## config.mk

```make
export PLATFORM = sky130hd
export DESIGN_NAME = ifetch_unit
export DESIGN_NICKNAME = d
export VERILOG_FILES = /design/src/rtl/ifetch_pkg.sv /design/src/rtl/ifetch_fifo.sv /design/src/rtl/ifetch_unit.sv
export SDC_FILE = /design/constraint.sdc
export NUM_CORES = 1
export LEC_CHECK = 0
export BUFFER_PORTS_ARGS = -buffer_cell sky130_fd_sc_hd__buf_4
export CORE_AREA = 2 2 166 168
export CTS_BUF_LIST = sky130_fd_sc_hd__clkbuf_4 sky130_fd_sc_hd__clkbuf_8
export DETAILED_ROUTE_END_ITERATION = 10
export DIE_AREA = 0 0 168 170
export MAX_ROUTING_LAYER = met4
export PLACE_DENSITY = 0.78
export SETUP_SLACK_MARGIN = 0.1
export SLEW_MARGIN = 20
export SYNTH_ARGS = -nofsm -noshare
export SYNTH_HDL_FRONTEND = slang
export SYNTH_HIERARCHICAL = 1
export SYNTH_SLANG_ARGS = --single-unit
```

## constraint.sdc

```tcl
create_clock -name clock -period 3.4 [get_ports clock]
set_input_delay 0.34 -clock clock [delete_from_list [all_inputs] [get_ports clock]]
set_output_delay 0.34 -clock clock [all_outputs]
set_load 0.005 [all_outputs]
```

## src/rtl/ifetch_pkg.sv

```systemverilog
// Shared CPU constants and fetch-path types.
// Used by the fetch unit and its instruction queue.
package ifetch_pkg;

  localparam int WORD_WIDTH = 32;
  localparam int PC_STEP = 4;
  localparam logic [31:0] DEFAULT_RESET_PC = 32'h0000_0000;
  localparam int ENTRY_WIDTH = 2 * WORD_WIDTH;

  typedef logic [WORD_WIDTH-1:0] word_t;

  typedef struct packed {
    word_t pc;
    word_t instr;
  } fetch_entry_t;

  function automatic logic misaligned(input word_t a);
    return a[1:0] != 2'b00;
  endfunction

endpackage

```

## src/rtl/ifetch_fifo.sv

```systemverilog
// Instruction queue: DEPTH x {pc, instr}, flushable.
// When empty the head output holds the last entry shown.
module ifetch_fifo
  import ifetch_pkg::*;
#(
  parameter int DEPTH = 4
) (
  input  logic         clock,
  input  logic         reset,
  input  logic         flush,
  input  logic         push,
  input  logic         pop,
  input  fetch_entry_t wdata,
  output fetch_entry_t rdata,
  output logic         full,
  output logic         empty
);

  localparam int AW = $clog2(DEPTH);

  fetch_entry_t   r_mem [DEPTH];
  fetch_entry_t   r_last;
  logic [AW-1:0]  r_rd;
  logic [AW-1:0]  r_wr;
  logic [AW:0]    r_count;
  logic           w_push;
  logic           w_pop;

  assign full  = r_count == (AW+1)'(DEPTH);
  assign empty = r_count == '0;
  assign rdata = empty ? r_last : r_mem[r_rd];

  assign w_pop  = pop & ~empty;
  assign w_push = push & (~full | w_pop);

  always_ff @(posedge clock) begin
    if (w_push) begin
      r_mem[r_wr] <= wdata;
    end
  end

  always_ff @(posedge clock) begin
    if (reset) begin
      r_rd    <= '0;
      r_wr    <= '0;
      r_count <= '0;
      r_last  <= '0;
    end else if (flush) begin
      r_rd    <= '0;
      r_wr    <= '0;
      r_count <= '0;
      r_last  <= rdata;
    end else begin
      if (w_push) begin
        r_wr <= r_wr + 1'b1;
      end
      if (w_pop) begin
        r_rd   <= r_rd + 1'b1;
        r_last <= rdata;
      end
      case ({w_push, w_pop})
        2'b10:   r_count <= r_count + 1'b1;
        2'b01:   r_count <= r_count - 1'b1;
        default: r_count <= r_count;
      endcase
    end
  end

endmodule

```

## src/rtl/ifetch_unit.sv

```systemverilog
// Instruction fetch: PC register, imem handshake,
// redirect/flush and sticky misaligned-fetch fault.
module ifetch_unit
  import ifetch_pkg::*;
#(
  parameter word_t RESET_PC = DEFAULT_RESET_PC,
  parameter int    DEPTH    = 4
) (
  input  logic        clock,
  input  logic        reset,
  output logic [31:0] imem_address,
  input  logic [31:0] imem_instruction,
  input  logic        imem_ready,
  output logic        inst_valid,
  output logic [31:0] inst_data,
  output logic [31:0] inst_pc,
  input  logic        inst_ready,
  input  logic        redirect,
  input  logic [31:0] redirect_pc,
  output logic        fetch_fault
);

  localparam word_t STEP = word_t'(PC_STEP);

  word_t        r_fpc;
  logic         r_fault;
  logic         w_full;
  logic         w_empty;
  logic         w_push;
  logic         w_pop;
  fetch_entry_t w_head;
  fetch_entry_t w_in;

  assign imem_address = r_fpc;
  assign fetch_fault  = r_fault;
  assign inst_valid   = ~w_empty;
  assign inst_pc      = w_head.pc;
  assign inst_data    = w_head.instr;

  assign w_in.pc    = r_fpc;
  assign w_in.instr = imem_instruction;

  // A redirect cancels both sides of the queue that cycle.
  assign w_pop  = inst_valid & inst_ready & ~redirect;
  assign w_push = imem_ready & ~r_fault & ~redirect
                & (~w_full | w_pop);

  always_ff @(posedge clock) begin
    if (reset) begin
      r_fpc   <= RESET_PC;
      r_fault <= 1'b0;
    end else if (redirect) begin
      r_fpc   <= redirect_pc;
      r_fault <= misaligned(redirect_pc);
    end else if (w_push) begin
      r_fpc   <= r_fpc + STEP;
    end
  end

  ifetch_fifo #(
    .DEPTH(DEPTH)
  ) u_fifo (
    .clock(clock),
    .reset(reset),
    .flush(redirect),
    .push (w_push),
    .pop  (w_pop),
    .wdata(w_in),
    .rdata(w_head),
    .full (w_full),
    .empty(w_empty)
  );

endmodule
```

==> qor.csv, run 1 <==
stage,metric,value,unit
drt,wl_met3,1780,um
drt,post_drt_wl_per_cell,20.9,um
pwr,p_clk_share,41.5,%
clocking,clockBufferDepth,3,
setup_path,crit_chain,nor3_2 -> buf_4 -> mux2_2 -> buf_4,
setup_path,end_kind,output port,
pwr,seqPwrFrac,54.2,%
pwr,p_switching,1.86,mW
drt,viasPerCell,5.89,
pwr,comb_power_share,4.4,%
global_route,grt_max_degree,66,
setup_path,crit_type,reg -> out,
clocking,cts_made_buffers,56,
pwr,peakVddDrop,0.280,mV
finish,mostFrequentLayoutCells,"edfxtp_1 (256), buf_4 (176), dfxtp_1 (104)",
drt,drt-initial-drc-count,581,
clocking,clk_pin_slew,0.07,ns
setup_path,cpMostUsedCell,buf_4,
run_status,status,finished clean,
finish,num_antenna_cells,0,
drt,top_layer_used,met4,
clocking,cts_root_buf,clkbuf_8,
flow_run,maxCapViolations,0,
yosys,ys_seq_area_share,67.1,%
sta,min_period_over_period,88.8,%
pwr,p_int,7.14,mW
drt,vias,8756,
drt,wl_met2,15100,um
die,core-area,0.0267,mm^2
pwr,p_leak,6.33,nW
drt,firstDrtPassIters,5,
yosys,syn_nets,955,
pwr,power,9.00,mW
yosys,yosysWarnings,6,
setup_path,cpPeakStageDelay,0.70,ns
global_route,grt_pass1_vias,8841,
global_route,grt_pass1_wl,48600,um
yosys,async_flop_share,0,%
finish,drive_gt1_share,37.3,%
yosys,syn_area_per_cell,16.6,um^2
clocking,clock_latency,0.58,ns
clocking,post-cts-setup-buffers,0,
die,fp.dieH,170,um
yosys,synth_edf_count,256,
sta,setup_viol,0,
sta,fin_tns_setup,0,ns
sta,worst_slew_pin_slew,1.06,ns
clocking,cts.sinks,362,
global_route,antenna_found_initial,0,
min_path,hp-class,in -> reg,
die,rows,60,
pwr,swShare,20.7,%
finish,final_util,66.2,%
clocking,cts_max_level,2,
die,die_w,168,um
finish,fin_nets,1176,
die,start_util,54.8,%
global_route,grt_overflow,0,
drt,ant_nets,0,
setup_path,cp_data_required_time,3.06,ns
yosys,synthCells,880,
sta,max_freq,331,MHz
sta,final-hold-violation-count,0,
setup_path,cpMaxStageDelayCell,buf_4,
setup_path,worst-path-buf-inv,2,
placement,post-dp-hpwl,18500,um
placement,gp_congestion,0.877,
pwr,p_per_area,510,mW/mm^2
drt,wl,31100,um
yosys,synth_ff_type,edfxtp_1,
finish,layout_commonest_cell,edfxtp_1,
yosys,synthDistinctLibCells,62,
sta,finalClockSkew,0.0266,ns
sta,layout_min_cycle_time,3.02,ns
die,die-area,0.0286,mm^2
sta,rsz0062_at_grt,no,
clocking,cts_tree,yes,
sta,relSlewSlack,29.3,%
yosys,syn-cell-area,0.0146,mm^2
global_route,grt.total_usage,22.6,%
setup_path,cp_max_fo,65,
drt,routedLengthMet1,13300,um
sta,drv_slew,0,
setup_path,cp-start-kind,flop,
setup_path,cp_top_family,buffers and inverters,
finish,area_delta_synth_final,20.8,%
finish,stdcell_area,0.0177,mm^2
placement,io_buffers,166,
sta,whs,0.0242,ns
yosys,synth_seq_cells,362,
setup_path,cp.arrival,2.68,ns
placement,place_area,0.0161,mm^2
die,pin_count,167,
drt,drc,0,
power by group through the flow:
stage	logic, mW	registers (mW)	clock network [mW]
2_1_floorplan	0.174	4.94	0
3_3_place_gp	0.346	4.96	0
3_5_place_dp	0.352	4.96	0
4_1_cts	0.394	4.87	3.81
5_1_grt	0.425	4.88	3.99
6_report	0.392	4.87	3.73
Yosys cell counts (all sizes together) (4+ instances only):
library cell / count / area [um^2]
nor4: 8 / 80.1
nor2b: 6 / 37.5
a32oi: 4 / 35.0
buf: 47 / 349
a21oi: 32 / 160
clkbuf: 9 / 33.8
a22o: 64 / 561
nor4b: 4 / 35.0
or3: 5 / 36.3
nor2: 30 / 123
a31oi: 10 / 62.6
mux2: 68 / 766
edfxtp: 256 / 7690
nand3: 12 / 60.1
mux2i: 7 / 70.1
and3: 6 / 37.5
a211oi: 4 / 30.0
dfxtp: 106 / 2120
o31a: 4 / 35.0
nand2b: 7 / 43.8
o21ai: 20 / 100
inv: 15 / 56.3
mux4: 64 / 1440
nand4: 10 / 68.8
nor3: 7 / 35.0
nor3b: 5 / 37.5
ha: 5 / 62.6
nand2: 26 / 97.6
xnor2: 4 / 35.0
cells by family after synthesis:
family	after synthesis	synth area share (%)
adder cells (fa/ha/maj)	6	0.565
multiplexers	139	15.6
buffers and inverters	71	3.01
flip-flops	362	67.1
XOR/XNOR	7	0.420
AND/OR/NAND/NOR	142	5.59
AO/OA/AOI/OAI	153	7.70
metal layers:
metal / track usage [%] / vias to the layer above
met1: 29.8 / 4412
li1: - / 3969
met2: 36.0 / 310
met5: - / -
met4: 7.98 / 0
met3: 3.67 / 65
flip-flops by register name, indices dropped and copies added, names as in the netlist, named ones only:
name and count:
u_fifo/r_mem 256, u_fifo/r_last 64, imem_address 32, u_fifo/r_count 3, u_fifo/r_rd 2, u_fifo/r_wr 2, fetch_fault 1
worst min-delay path: cells and delay by family:
family	cells	cell delay (ns)
buffers and inverters	1	0.08
AO/OA/AOI/OAI	2	0.15
repair_timing:
item	4_1_cts	5_1_grt
resized for setup	0	0
hold buffers	41	0
hold endpoints to repair	137	0
cell type report:
class                   instances  area (um^2)
clock buffers                  91         1080
flip-flops and latches        362         9820
well taps                     341          427
repair buffers                219         1770
inverters                      15         56.3
clock inverters                12          108
fillers                      1867         9000
multi-input cells             447         4400
stage by stage:
| step | setup slack (ns) | cells |
|---|---|---|
| after floorplan | 0.430 | 880 |
| after global placement | 0.814 | 1343 |
| after detailed placement | 0.742 | 1343 |
| after CTS | 0.327 | 1487 |
| after global routing | 0.204 | 1487 |
| final | 0.381 | 1487 |
final timing paths:
path | start | endpoint | slack, ns | cells after the start
worst max register to register | u_fifo/r_count[0] | u_fifo/r_mem[3][25] | 0.71 | 6
worst min-delay path | redirect_pc[12] | imem_address[12] | 0.02 | 3
worst max-delay path | u_fifo/r_count[2] | inst_pc[24] | 0.38 | 4
worst min register to register | u_fifo/r_last[40] | u_fifo/r_last[40] | 0.47 | 1
(Power assumes the default switching activity.)
==> inputs of run 2 (changes only) <==
--- a/config.mk
+++ b/config.mk
@@ -10,6 +10,7 @@
 export CTS_BUF_LIST = sky130_fd_sc_hd__clkbuf_4 sky130_fd_sc_hd__clkbuf_8
 export DETAILED_ROUTE_END_ITERATION = 10
 export DIE_AREA = 0 0 168 170
+export GPL_TIMING_DRIVEN = 0
 export MAX_ROUTING_LAYER = met4
 export PLACE_DENSITY = 0.78
 export SETUP_SLACK_MARGIN = 0.1
==> run 2 against run 1 <==
Power grew 1.4%. Die area unchanged. Clock power up 3%.
==> qor.csv, run 2 (synthesized netlist as in run 1, its figures left out) <==
stage,metric,value,unit,change
pwr,p_per_area,506,mW/mm^2,-0.83%
die,pin_count,167,,unchanged
sta,rsz0062_at_grt,no,,
placement,gp_congestion,0.874,,-0.42%
global_route,grt_max_degree,48,,-27%
setup_path,cp.arrival,3.42,ns,+0.74 ns
finish,nFillCells,1830,,-2.0%
clocking,cts_made_buffers,56,,unchanged
clocking,cts.sinks,362,,unchanged
finish,stdcell_area,0.0180,mm^2,+2.2%
finish,regMostFlops,u_fifo/r_mem,,
run_status,status,finished clean,,
flow_run,maxCapViolations,0,,unchanged
global_route,grt_overflow,0,,unchanged
pwr,peakVddDrop,0.310,mV,+11%
setup_path,cp_max_fo,40,,-38%
finish,regArea,0.00981,mm^2,about the same
sta,drv_slew,0,,unchanged
setup_path,cp_data_required_time,3.70,ns,+0.64 ns
setup_path,end_kind,flop,,
finish,drive_gt1_share,39.1,%,+1.8 points
finish,layout_commonest_cell,edfxtp_1,,
sta,finalClockSkew,0.0275,ns,+0.000919 ns
clocking,cts_root_buf,clkbuf_8,,
setup_path,crit_type,in -> reg,,
die,start_util,54.8,%,unchanged
placement,post-dp-hpwl,22100,um,+19%
finish,multi_input_area,0.00440,mm^2,+0.14%
setup_path,cpMaxStageDelayCell,or4b_1,,
drt,drt-initial-drc-count,666,,+15%
drt,viasPerCell,5.88,,-0.23%
placement,place_area,0.0164,mm^2,+2.2%
drt,firstDrtPassIters,5,,unchanged
sta,final-hold-violation-count,0,,unchanged
min_path,min_path_cells,3,,unchanged
sta,worst_slew_pin_slew,0.735,ns,-0.326 ns
global_route,grt_pass1_vias,9054,,+2.4%
min_path,min_delay_worst_endpoint,imem_address[2],,
setup_path,r2r_end,u_fifo/r_count[1],,
sta,min_period_over_period,91.8,%,+3.0 points
sta,max_freq,320,MHz,-3.3%
setup_path,reg2reg_slack,0.31,ns,-0.40 ns
clocking,clk_pin_slew,0.07,ns,about the same
die,die_w,168,um,unchanged
finish,largest_reg_flops,256,,unchanged
drt,ant_nets,0,,unchanged
global_route,grt.total_usage,24.4,%,+1.8 points
die,core-area,0.0267,mm^2,unchanged
sta,setup_viol,0,,unchanged
min_path,hp-class,in -> reg,,
min_path,hold_path_startpoint,redirect_pc[2],,
setup_path,cp-start-kind,input port,,
clocking,cts_max_level,2,,unchanged
placement,io_buffers,166,,unchanged
clocking,clockBufferDepth,3,,unchanged
global_route,grt_pass1_wl,51300,um,+5.6%
drt,post_drt_wl_per_cell,22.2,um,+6.1%
finish,fin_nets,1222,,+3.9%
setup_path,timing.rr.start,u_fifo/r_count[1],,
die,rows,60,,unchanged
setup_path,crit_chain,buf_4 -> clkbuf_1 -> clkbuf_1 -> clkbuf_1 -> nor2_1 -> buf_2 -> or4b_1 -> and3_4 -> buf_16,,
finish,num_antenna_cells,0,,unchanged
global_route,antenna_found_initial,1,,+1
sta,relSlewSlack,51.0,%,+22 points
die,die-area,0.0286,mm^2,unchanged
finish,final_util,67.7,%,+1.5 points
drt,vias,9024,,+3.1%
finish,mostFrequentLayoutCells,"edfxtp_1 (256), buf_4 (176), dfxtp_1 (106)",,
sta,fin_tns_setup,0,ns,unchanged
die,fp.dieH,170,um,unchanged
setup_path,cpPeakStageDelay,0.64,ns,-0.06 ns
setup_path,ff2ff_path_depth,14,,+8
setup_path,cpMostUsedCell,clkbuf_1,,
finish,area_delta_synth_final,23.5,%,
clocking,cts_tree,yes,,
drt,wl,34000,um,+9.6%
pwr,p_leak,6.57,nW,+3.8%
drt,drc,0,,unchanged
clocking,clock_latency,0.59,ns,about the same
sta,layout_min_cycle_time,3.12,ns,+0.103 ns
==> run 2: cell types whose count changed in the layout (fill, tap and decap cells not counted), sizes merged, moves of 2 or more <==
| cell | delta |
|---|---|
| buf | +43 |
| clkinv | +16 |
| bufinv | +2 |
| dlygate4sd3 | -6 |
| clkbuf | -9 |
==> run 2: repair_timing <==
action,4_1_cts,5_1_grt
pin swaps,1,2
cloned,0,1
gates resized for setup,4,6
endpoints found under the setup margin,242,161
hold endpoints to repair,130,1
buffers inserted,0,3
hold buffers,34,1
==> run 2: critical path: cells and delay by family <==
family	cells	cell delay, ns
buffers and inverters	6	1.92
and+or+nand+nor	3	1.13
==> run 2: area by class of cell <==
cell class	instances	area share (%)
Sequential cell	362	54.4
Multi-Input combinational cell	448	24.4
Timing Repair Buffer	208	9.54
Clock buffer	74	5.33
Tap cell	341	2.36
Buffer	56	2.22
Clock inverter	32	1.48
Inverter	15	0.312
==> run 2: power breakdown <==
| group | internal [mW] | total, mW | switching [mW] | leakage [nW] |
|---|---|---|---|---|
| sequential | 4.79 | 4.87 | 0.0800 | 3.17 |
| combinational | 0.210 | 0.413 | 0.204 | 2.75 |
| clock | 2.17 | 3.84 | 1.67 | 0.648 |
==> run 2: how the worst max path moves through the flow <==
stage                           start  slack [ns]             endpoint  cells past startpoint
finish                       redirect        0.28  u_fifo/r_mem[2][17]                      9
global route        u_fifo/r_count[1]        0.14    u_fifo/r_count[1]                     14
CTS                 u_fifo/r_count[1]        0.06   u_fifo/r_mem[1][4]                     11
detailed placement  u_fifo/r_count[1]       -0.38    u_fifo/r_count[1]                     14
global placement    u_fifo/r_count[1]       -0.69  u_fifo/r_mem[0][24]                     10
floorplan           u_fifo/r_count[1]        0.43   u_fifo/r_mem[0][0]                     10
==> run 2: per-layer routing <==
layer  share of wire (%)  global-route usage (%)
met2                  50                    39.8
met5                   0                       -
met4                 1.5                    6.35
met3                 6.2                    3.93
met1                  42                    32.3
==> run 2: per-stage QoR <==
stage / worst slack, ns / std cells / hold slack, ns / power [mW]
2_1_floorplan: 0.430 / 880 / 0.439 / 5.11
3_3_place_gp: -0.685 / 1387 / 0.455 / 5.32
3_5_place_dp: -0.379 / 1391 / 0.457 / 5.34
4_1_cts: 0.0556 / 1531 / 0.00359 / 9.20
5_1_grt: 0.137 / 1536 / 0.00170 / 9.44
6_report: 0.278 / 1536 / 0.0244 / 9.12
==> inputs of run 3 (changes only) <==
--- a/config.mk
+++ b/config.mk
@@ -6,10 +6,10 @@
 export NUM_CORES = 1
 export LEC_CHECK = 0
 export BUFFER_PORTS_ARGS = -buffer_cell sky130_fd_sc_hd__buf_4
-export CORE_AREA = 2 2 166 168
+export CORE_AREA = 2 2 167 169
 export CTS_BUF_LIST = sky130_fd_sc_hd__clkbuf_4 sky130_fd_sc_hd__clkbuf_8
 export DETAILED_ROUTE_END_ITERATION = 10
-export DIE_AREA = 0 0 168 170
+export DIE_AREA = 0 0 169 171
 export GPL_TIMING_DRIVEN = 0
 export MAX_ROUTING_LAYER = met4
 export PLACE_DENSITY = 0.78
@@ -17,5 +17,5 @@
 export SLEW_MARGIN = 20
 export SYNTH_ARGS = -nofsm -noshare
 export SYNTH_HDL_FRONTEND = slang
-export SYNTH_HIERARCHICAL = 1
 export SYNTH_SLANG_ARGS = --single-unit
+export TNS_END_PERCENT = 5
==> run 3 against run 2 <==
Register-to-register slack about the same. Non-clock buffer count up 7. Clock power up 6.3%. Via count up 6.7%. Setup slack better by 0.040 ns. Clock-buffer cell count up 14. Wire length up 6.6%. First-iteration DRC count up 25%. Critical path type is now reg -> reg. Largest cell class unchanged. Largest power group unchanged. Highest routed layer unchanged.
==> qor.csv, run 3 <==
stage,metric,value,unit,change
run_status,status,finished clean,,
pwr,p_per_area,526,mW/mm^2,+4.1%
drt,wl_met2,18000,um,+5.8%
sta,layout_min_cycle_time,3.08,ns,-0.0404 ns
clocking,post-cts-setup-buffers,0,,unchanged
sta,max_freq,325,MHz,+1.3%
sta,final-hold-violation-count,0,,unchanged
die,die_w,169,um,+0.60%
clocking,clk_pin_slew,0.06,ns,about the same
global_route,grt.total_usage,25.9,%,+1.6 points
flow_run,maxCapViolations,0,,unchanged
finish,drive_gt1_share,33.9,%,-5.2 points
min_path,hp-class,in -> reg,,
yosys,syn_area_per_cell,15.0,um^2,-10%
yosys,syn-cell-area,0.0147,mm^2,+0.89%
yosys,syn_nets,1062,,+11%
yosys,synth_edf_count,256,,unchanged
drt,wl_met3,3200,um,+51%
yosys,synth.most_common_cell,edfxtp_1,,
yosys,ys_seq_area_share,66.5,%,-0.59 points
yosys,yosys.area.top_type,edfxtp_1,,
pwr,p_switching,2.08,mW,+6.6%
drt,drt-initial-drc-count,831,,+25%
setup_path,end_kind,flop,,
sta,rsz0062_at_grt,no,,
setup_path,cp_max_fo,10,,-75%
pwr,p_int,7.49,mW,+4.5%
clocking,cts_root_buf,clkbuf_8,,
placement,post-dp-hpwl,23600,um,+6.9%
yosys,synth_top_cell_area_share,52.1,%,-0.46 points
finish,regMostFlops,u_fifo.r_mem,,
clocking,clock_latency,0.59,ns,about the same
yosys,yosysWarnings,0,,-6
yosys,synthTopCellsByArea,"edfxtp_1 (52%), dfxtp_1 (14%), mux4_2 (9.8%), mux2_2 (5.0%), a21oi_1 (3.1%)",,
placement,gp_congestion,0.890,,+1.9%
drt,post_drt_wl_per_cell,22.1,um,-0.25%
clocking,cts_max_level,2,,unchanged
clocking,clockBufferDepth,3,,unchanged
drt,drc,0,,unchanged
drt,viasPerCell,5.86,,-0.19%
yosys,synth_ff_type,edfxtp_1,,
pwr,peakVddDrop,0.461,mV,+48%
setup_path,crit_type,reg -> reg,,
die,pin_count,167,,unchanged
pwr,p_leak,6.29,nW,-4.3%
global_route,grt_overflow,0,,unchanged
min_path,min_path_cells,3,,unchanged
setup_path,cpMostUsedCell,or3_1,,
sta,min_period_over_period,90.6,%,-1.2 points
sta,whs,0.0183,ns,-0.00614 ns
yosys,synthCells,986,,+12%
sta,setup_viol,0,,unchanged
setup_path,worst-path-buf-inv,4,,-2
setup_path,cpPeakStageDelay,0.52,ns,-0.12 ns
finish,layout_commonest_cell,edfxtp_1,,
global_route,grt_pass1_vias,9822,,+8.5%
setup_path,cp.arrival,3.60,ns,+0.18 ns
finish,mostFrequentLayoutCells,"edfxtp_1 (256), buf_4 (166), dfxtp_1 (106)",,
global_route,antenna_found_initial,0,,-1
sta,drv_slew,0,,unchanged
placement,io_buffers,165,,-0.60%
finish,fin_nets,1324,,+8.3%
die,start_util,54.0,%,-0.87 points
setup_path,ff2ff_path_depth,12,,-2
finish,area_delta_synth_final,23.4,%,about the same
global_route,grt_max_degree,41,,-15%
drt,firstDrtPassIters,5,,unchanged
pwr,swShare,21.7,%,+0.34 points
die,core-area,0.0273,mm^2,+2.5%
yosys,synth_seq_cells,362,,unchanged
setup_path,crit_chain,or3_1 -> clkbuf_1 -> nand2_1 -> buf_2 -> buf_1 -> nor2_1 -> ha_1 -> inv_1 -> fa_1 -> xor2_1 -> or3_1 -> a21oi_1,,
yosys,async_flop_share,0,%,unchanged
setup_path,cp-start-kind,flop,,
setup_path,cp_data_required_time,3.92,ns,+0.22 ns
setup_path,cp_top_family,buffers and inverters,,
die,fp.dieH,171,um,+0.59%
drt,vias,9628,,+6.7%
sta,fin_tns_setup,0,ns,unchanged
sta,relSlewSlack,34.9,%,-16 points
clocking,cts_tree,yes,,
pwr,seqPwrFrac,51.1,%,-2.3 points
clocking,cts_made_buffers,57,,+1.8%
die,die-area,0.0289,mm^2,+1.2%
sta,worst_slew_pin_slew,0.968,ns,+0.232 ns
drt,top_layer_used,met4,,
sta,finalClockSkew,0.0233,ns,-0.00418 ns
drt,routedLengthMet1,14400,um,+0.33%
global_route,grt_pass1_wl,55000,um,+7.3%
setup_path,cp_num_cells,12,,+3
setup_path,cpMaxStageDelayCell,buf_1,,
drt,wl,36300,um,+6.6%
die,rows,61,,+1.7%
yosys,synth_common_cells,"edfxtp_1 (256), dfxtp_1 (106), a21oi_1 (90), nand2_1 (87), mux2_2 (66)",,
pwr,p_clk_share,42.6,%,+0.6 points
clocking,cts.sinks,362,,unchanged
pwr,comb_power_share,6.3,%,+1.8 points
finish,num_antenna_cells,0,,unchanged
yosys,synthDistinctLibCells,61,,-1.6%
finish,largest_reg_flops,256,,unchanged
drt,ant_nets,0,,unchanged
run 3: changes by cell type in the layout (fill, tap and decap cells not counted), sizes merged, moves of 11 or more:
cell	before	now
a22o	64	0
nand3b	2	44
a21oi	32	90
nand2	26	87
nand3	12	33
clkbuf	82	132
clkinv	24	13
buf	221	193
run 3: timing repair:
item,CTS,global route
setup endpoints to repair,31,60
hold buffers,34,0
gates resized for setup,1,4
endpoints found under the hold margin,130,0
run 3: final cells by class:
class	instances	area [um^2]
multi-input combinational	541	4600
clock inverter	19	195
tap	346	433
sequential	362	9810
timing repair buffer	203	1690
fill	1875	9130
clock buffer	88	1110
buffer	68	300
inverter	15	58.8
run 3: worst paths after layout:
| path | startpoint | endpoint | slack (ns) |
|---|---|---|---|
| min | redirect_pc[2] | imem_address[2] | 0.02 |
| min reg2reg | u_fifo.r_last[55] | u_fifo.r_last[55] | 0.48 |
| max | u_fifo.r_count[0] | u_fifo.r_count[2] | 0.32 |
| max reg2reg | u_fifo.r_count[0] | u_fifo.r_count[2] | 0.32 |
run 3: tightest hold or removal path, delay by kind of cell:
kind | cells | cell delay (ns)
compound gates | 1 | 0.05
buf+inv | 1 | 0.10
simple gates | 1 | 0.08
run 3: metrics by stage:
stage / setup slack [ns] / std cells / power, mW / cell area (um^2) / utilization, %
floorplan: 0.715 / 986 / 5.24 / 14700 / -
global placement: -0.661 / 1497 / 5.53 / 16400 / 60.1
detailed placement: 0.317 / 1501 / 5.55 / 16500 / 60.5
CTS: 0.0450 / 1642 / 9.59 / 18200 / 66.6
global route: 0.126 / 1642 / 9.85 / 18200 / 66.6
finish: 0.319 / 1642 / 9.57 / 18200 / 66.6
run 3: cells by family (layout without fill, tap and decap cells):
family | count (synthesis) | count (layout) | synth area share (%)
simple gates | 249 | 249 | 9.27
flops | 362 | 362 | 66.5
compound gates | 141 | 141 | 5.43
fa+ha+maj | 7 | 7 | 0.645
mux | 135 | 135 | 15.2
xor+xnor | 9 | 9 | 0.535
buf+inv | 83 | 393 | 2.41
run 3: per-layer routing:
layer	vias up	track usage, %
li1	4335	-
met1	4832	32.0
met2	409	43.0
met3	52	6.48
met4	0	7.25
met5	-	-
run 3: power groups by stage:
stage / Combinational (mW) / Clock [mW] / Sequential (mW)
2_1_floorplan: 0.284 / 0 / 4.95
3_3_place_gp: 0.553 / 0 / 4.98
3_5_place_dp: 0.569 / 0 / 4.98
4_1_cts: 0.605 / 4.10 / 4.89
5_1_grt: 0.653 / 4.30 / 4.89
6_report: 0.607 / 4.08 / 4.89
